`src/rtl/pipe_pkg.sv`:
```
// Shared constants and elaboration helpers for the select/pipeline stage family.
// State codes are the {main_v, skid_v} occupancy pair.
package pipe_pkg;

  function automatic int unsigned clog2(input int unsigned value);
    int unsigned res;
    res = 32'd0;
    for (int i = 0; i < 31; i++) begin
      if ((32'd1 << i) < value) begin
        res = i + 1;
      end
    end
    return res;
  endfunction

  // Select width never drops below one bit so a port always exists.
  function automatic int unsigned sel_width(input int unsigned num_in);
    return (num_in < 32'd2) ? 32'd1 : clog2(num_in);
  endfunction

  localparam logic [1:0] ST_EMPTY = 2'b00;
  localparam logic [1:0] ST_ONE   = 2'b10;
  localparam logic [1:0] ST_FULL  = 2'b11;

endpackage

```
`src/rtl/pipe_mux_n.sv`:
```
// Combinational N:1 source selector; an out-of-range index falls back to source 0
// and the index actually used is reported alongside the data.
module pipe_mux_n
  import pipe_pkg::*;
#(
  parameter int WIDTH  = 32,
  parameter int NUM_IN = 4,
  localparam int SEL_W = sel_width(NUM_IN)
) (
  input  logic [NUM_IN*WIDTH-1:0] in_data,
  input  logic [SEL_W-1:0]        in_sel,
  output logic [WIDTH-1:0]        sel_data,
  output logic [SEL_W-1:0]        eff_sel
);

  localparam logic [SEL_W:0] NUM_LIMIT = (SEL_W + 1)'(NUM_IN);

  // Range clamp followed by the source pick.
  always_comb begin
    if ({1'b0, in_sel} < NUM_LIMIT) begin
      eff_sel = in_sel;
    end else begin
      eff_sel = {SEL_W{1'b0}};
    end
    sel_data = in_data[int'(eff_sel)*WIDTH +: WIDTH];
  end

endmodule

```
`src/rtl/pipe_sel_stage.sv`:
```
// Registered N:1 select stage with valid/ready handshake, optional 2-entry skid
// buffer (registered in_ready) and synchronous flush.
module pipe_sel_stage
  import pipe_pkg::*;
#(
  parameter int WIDTH  = 32,
  parameter int NUM_IN = 4,
  parameter int SKID   = 1,
  localparam int SEL_W = sel_width(NUM_IN)
) (
  input  logic                    clk,
  input  logic                    reset_n,
  input  logic [NUM_IN*WIDTH-1:0] in_data,
  input  logic [SEL_W-1:0]        in_sel,
  input  logic                    in_valid,
  output logic                    in_ready,
  input  logic                    flush,
  output logic [WIDTH-1:0]        out_data,
  output logic [SEL_W-1:0]        out_sel,
  output logic                    out_valid,
  input  logic                    out_ready
);

  logic [WIDTH-1:0] mux_data_s;
  logic [SEL_W-1:0] mux_sel_s;
  logic             main_v_r, skid_v_r, in_ready_r;
  logic [WIDTH-1:0] main_data_r, skid_data_r;
  logic [SEL_W-1:0] main_sel_r, skid_sel_r;
  logic             main_v_c, skid_v_c, main_v_n, skid_v_n;
  logic [WIDTH-1:0] main_data_c, skid_data_c, main_data_n, skid_data_n;
  logic [SEL_W-1:0] main_sel_c, skid_sel_c, main_sel_n, skid_sel_n;
  logic             accept_s, transfer_s, in_ready_s;

  pipe_mux_n #(.WIDTH(WIDTH), .NUM_IN(NUM_IN)) u_mux (
    .in_data  (in_data),
    .in_sel   (in_sel),
    .sel_data (mux_data_s),
    .eff_sel  (mux_sel_s)
  );

  // Without a skid entry the ONE+accept+!transfer arm is unreachable, so one FSM serves both.
  assign in_ready_s = (SKID != 0) ? in_ready_r : (~main_v_r | out_ready);
  assign accept_s   = in_valid & in_ready_s;
  assign transfer_s = main_v_r & out_ready;

  // Occupancy transitions and data routing between input, main and skid.
  always_comb begin
    main_v_c    = main_v_r;
    skid_v_c    = skid_v_r;
    main_data_c = main_data_r;
    main_sel_c  = main_sel_r;
    skid_data_c = skid_data_r;
    skid_sel_c  = skid_sel_r;
    case ({main_v_r, skid_v_r})
      ST_EMPTY: begin
        if (accept_s) begin
          main_v_c    = 1'b1;
          main_data_c = mux_data_s;
          main_sel_c  = mux_sel_s;
        end else begin
          main_v_c = 1'b0;
        end
      end
      ST_ONE: begin
        if (accept_s && transfer_s) begin
          main_data_c = mux_data_s;
          main_sel_c  = mux_sel_s;
        end else if (accept_s) begin
          skid_v_c    = 1'b1;
          skid_data_c = mux_data_s;
          skid_sel_c  = mux_sel_s;
        end else if (transfer_s) begin
          main_v_c = 1'b0;
        end else begin
          main_v_c = 1'b1;
        end
      end
      ST_FULL: begin
        if (transfer_s) begin
          skid_v_c    = 1'b0;
          main_data_c = skid_data_r;
          main_sel_c  = skid_sel_r;
        end else begin
          skid_v_c = 1'b1;
        end
      end
      default: begin
        main_v_c = 1'b0;
        skid_v_c = 1'b0;
      end
    endcase
  end

  // Flush kills every entry and drops the same-cycle accept; held data is left as is.
  assign main_v_n    = flush ? 1'b0 : main_v_c;
  assign skid_v_n    = flush ? 1'b0 : skid_v_c;
  assign main_data_n = flush ? main_data_r : main_data_c;
  assign main_sel_n  = flush ? main_sel_r  : main_sel_c;
  assign skid_data_n = flush ? skid_data_r : skid_data_c;
  assign skid_sel_n  = flush ? skid_sel_r  : skid_sel_c;

  // State registers; in_ready_r mirrors the next skid occupancy.
  always_ff @(posedge clk or negedge reset_n) begin
    if (!reset_n) begin
      main_v_r    <= 1'b0;
      skid_v_r    <= 1'b0;
      in_ready_r  <= 1'b1;
      main_data_r <= {WIDTH{1'b0}};
      main_sel_r  <= {SEL_W{1'b0}};
      skid_data_r <= {WIDTH{1'b0}};
      skid_sel_r  <= {SEL_W{1'b0}};
    end else begin
      main_v_r    <= main_v_n;
      skid_v_r    <= skid_v_n;
      in_ready_r  <= ~skid_v_n;
      main_data_r <= main_data_n;
      main_sel_r  <= main_sel_n;
      skid_data_r <= skid_data_n;
      skid_sel_r  <= skid_sel_n;
    end
  end

  assign in_ready  = in_ready_s;
  assign out_valid = main_v_r;
  assign out_data  = main_data_r;
  assign out_sel   = main_sel_r;

endmodule

```
`config.mk`:
```
export PLATFORM = sky130hd
export DESIGN_NAME = pipe_sel_stage
export DESIGN_NICKNAME = d
export VERILOG_FILES = /design/src/rtl/pipe_pkg.sv /design/src/rtl/pipe_mux_n.sv /design/src/rtl/pipe_sel_stage.sv
export SDC_FILE = /design/constraint.sdc
export NUM_CORES = 1
export LEC_CHECK = 0
export BUFFER_PORTS_ARGS = -buffer_cell sky130_fd_sc_hd__buf_4
export CORE_AREA = 2 2 112 125
export CTS_CLUSTER_SIZE = 28
export DETAILED_ROUTE_END_ITERATION = 10
export DIE_AREA = 0 0 114 127
export PLACE_DENSITY = 0.63
export SYNTH_ARGS = -nofsm -noshare
export SYNTH_HDL_FRONTEND = slang
export SYNTH_SLANG_ARGS = --single-unit
```
`constraint.sdc`:
```
create_clock -name clk -period 2 [get_ports clk]
set_input_delay 0.4 -clock clk [delete_from_list [all_inputs] [get_ports clk]]
set_output_delay 0.4 -clock clk [all_outputs]
set_load 0.01 [all_outputs]
```
==> flow_summary.toml <==
[timing]
post-route-period-util_pct = 91.0
worst_hold_slack_ns = 0.0623
skew_ns = 0.00603
worst-slew-pin-transition_ns = 0.422
final.setup.worst_slack_ns = 0.181
setup_viol = 0
hold_viol = 0
rsz0062_at_grt = "no"
final_max_slew_viol_count = 0
max-slew-margin-rel_pct = 71.8
tns_ns = 0
finalCriticalPeriod_ns = 1.82
fmax_mhz = 550

[floorplan]
row_count = 44
die-area_um2 = 14500
die_y_um = 127
die_w_um = 114
start_util_pct = 32.7
core_um2 = 13100
pin_count = 171

[critical_path]
crit_path_end_kind = "flop"
critPathKind = "reg2reg"
critical_path_arrival_ns = 2.03
cpPeakStageDelay_ns = 0.54
cp_max_fo = 34
crit_family = "flip-flops"
r2r_slack_ns = 0.18
critPathRequiredTime_ns = 2.21
worst-path-buf-inv = 1
start_kind = "flop"
r2r_cells = 4
cp_slowest_cell = "dfstp_2"
r2r-start = "in_ready$_DFF_PN1_"
reg2reg_to = "out_data[22]$_DFFE_PN0P_"
cp_cell_sequence = "a21oi_1 -> a2111oi_4 -> buf_12 -> mux2_2"

[routing]
drt_wl_total_um = 10900
via_per_inst = 5.17
drtAntennaViolNets = 0
drt_first_pass_iters = 4
vias = 3497
drc = 0
routedWlPerCell_um = 16.1
drt-initial-drc-count = 121

[clock_tree]
post_cts_buffers = 0
cts-root-buf = "clkbuf_16"
cts_resized = 0
htreeDepth = 3
cts_tree = "built"
hold_buffers = 0
cts_buffers = 9
clk_pin_slew_ns = 0.06
cts_buffer_depth = 2
clock_sinks = 71
clk_latency_ns = 0.33

[placed_design]
placed_cell_area_um2 = 5730
pre_cts_ws_ns = 0.179
dp_hpwl_um = 7920
gp_congestion = 0.699
portBuffers = 170

[pwr]
comb_power_share_pct = 27.2
p_clk_share_pct = 32.1
p_sw_share_pct = 26.8
ir_drop_uv = 328
cellPowerDensity_nw_per_um2 = 818
internal_power_w = 0.00361
pwr-share-seq_pct = 40.7
p_sw_w = 0.00132
p_leak_nw = 2.88

[global_routing]
grt_pass1_vias = 3751
grt_max_degree = 72
grt_usage_pct = 15.4
grt_first_pass_wirelength_um = 18000
antenna_found_initial = 0
overflow = 0

[layout]
drive_gt1_share_pct = 51.6
multi_input_area_um2 = 2290
fin_area_um2 = 6020
final_util_pct = 46.0
area_growth_pct = 40.6
fill_cells = 1244
diodes = 0
nNetsFinal = 646
regArea_um2 = 1780

[synthesis]
ys_ff_latch = 71
synth_nets = 484
syn_avg_cell_area_um2 = 12.3
synth_cell_types = 24
ys_warn_count = 0
netlist_area_um2 = 4290
ys_seq_area_share_pct = 41.5
synth_cells = 349

[run_status]
status = "finished, final reports clean"

[min_path]
min_path_type = "in2async"

[flow_run]
maxCapViolCount = 0
worst reg2reg max path, delay by kind of cell, from the launching register on:
kind / cells / cell delay, ns
compound gates: 2 / 0.51
flops: 1 / 0.54
buf+inv: 1 / 0.28
mux: 1 / 0.37
final cells by class:
type	instances	area share [%]
Multi-Input combinational cell	243	38.1
Sequential cell	71	29.5
Timing Repair Buffer	184	24.0
Clock buffer	10	3.97
Tap cell	161	3.34
Clock inverter	6	0.997
Inverter	2	0.125
metal layers:
| layer | vias up | share of wire (%) | track usage (%) |
|---|---|---|---|
| met5 | - | 0 | 0 |
| met4 | 0 | 1.6 | 5.95 |
| met3 | 14 | 6.1 | 2.85 |
| met2 | 119 | 50 | 27.1 |
| met1 | 1694 | 42 | 18.6 |
| li1 | 1670 | - | - |
layout by cell type, fill, tap and decap left out, drive strengths merged, types with 2 or more instances in the layout:
master	Yosys	routed
inv	2	2
clkinv	0	3
dfrtp	70	70
mux2	69	69
nand2	2	2
mux2i	96	96
nand3	33	33
buf	26	184
a21oi	2	2
o221ai	32	32
clkinvlp	0	2
clkbuf	7	10
state kept, by name, indices dropped and copies added, names as in the netlist:
name / cells
out_data: 32
skid_data_r: 32
skid_sel_r: 2
out_sel: 2
in_ready: 1
skid_v_r: 1
out_valid: 1
kinds of logic (layout without fill, tap and decap cells):
family	count (synthesis)	after routing	synth area share (%)
compound gates	38	38	7.94
buf+inv	35	202	4.99
simple gates	40	40	5.02
mux	165	165	40.6
flops	71	71	41.5
power groups by stage:
stage | Clock (W) | Sequential (W) | Combinational, W
after floorplan | 0 | 0.00207 | 0.000648
after global placement | 0 | 0.00202 | 0.00132
after detailed placement | 0 | 0.00204 | 0.00136
after CTS | 0.00163 | 0.00201 | 0.00136
after global routing | 0.00169 | 0.00206 | 0.00146
final | 0.00158 | 0.00201 | 0.00134
worst max path at each step:
stage / from / slack (ns) / cells after the start / to
CTS: in_ready$_DFF_PN1_ / 0.17 / 4 / out_data[22]$_DFFE_PN0P_
floorplan: in_ready$_DFF_PN1_ / 0.15 / 4 / out_data[16]$_DFFE_PN0P_
global route: skid_v_r$_DFF_PN0_ / 0.08 / 5 / out_data[14]$_DFFE_PN0P_
finish: in_ready$_DFF_PN1_ / 0.18 / 4 / out_data[22]$_DFFE_PN0P_
global placement: in_ready$_DFF_PN1_ / 0.24 / 4 / out_data[4]$_DFFE_PN0P_
detailed placement: in_ready$_DFF_PN1_ / 0.18 / 4 / out_data[22]$_DFFE_PN0P_
metrics by stage:
| step | cells | power, W |
|---|---|---|
| after floorplan | 349 | 0.00272 |
| after global placement | 661 | 0.00334 |
| after detailed placement | 661 | 0.00340 |
| after CTS | 677 | 0.00501 |
| after global routing | 677 | 0.00521 |
| final | 677 | 0.00493 |
cells in the mapped netlist, drive strengths merged:
| cell | instances | area [um2] |
|---|---|---|
| mux2i | 96 | 961 |
| dfrtp | 70 | 1750 |
| mux2 | 69 | 777 |
| nand3 | 33 | 165 |
| o221ai | 32 | 280 |
| buf | 26 | 180 |
| clkbuf | 7 | 26.3 |
| a21oi | 2 | 10.0 |
| inv | 2 | 7.51 |
| nand2 | 2 | 7.51 |
| a2111oi | 1 | 27.5 |
| a21bo | 1 | 10.0 |
| a21o | 1 | 7.51 |
| dfstp | 1 | 26.3 |
| nand2b | 1 | 6.26 |
| nand3b | 1 | 7.51 |
| nor2b | 1 | 6.26 |
| nor3 | 1 | 16.3 |
| o21ai | 1 | 5.00 |
| or3 | 1 | 6.26 |
Power figures use the tool's default switching activity.
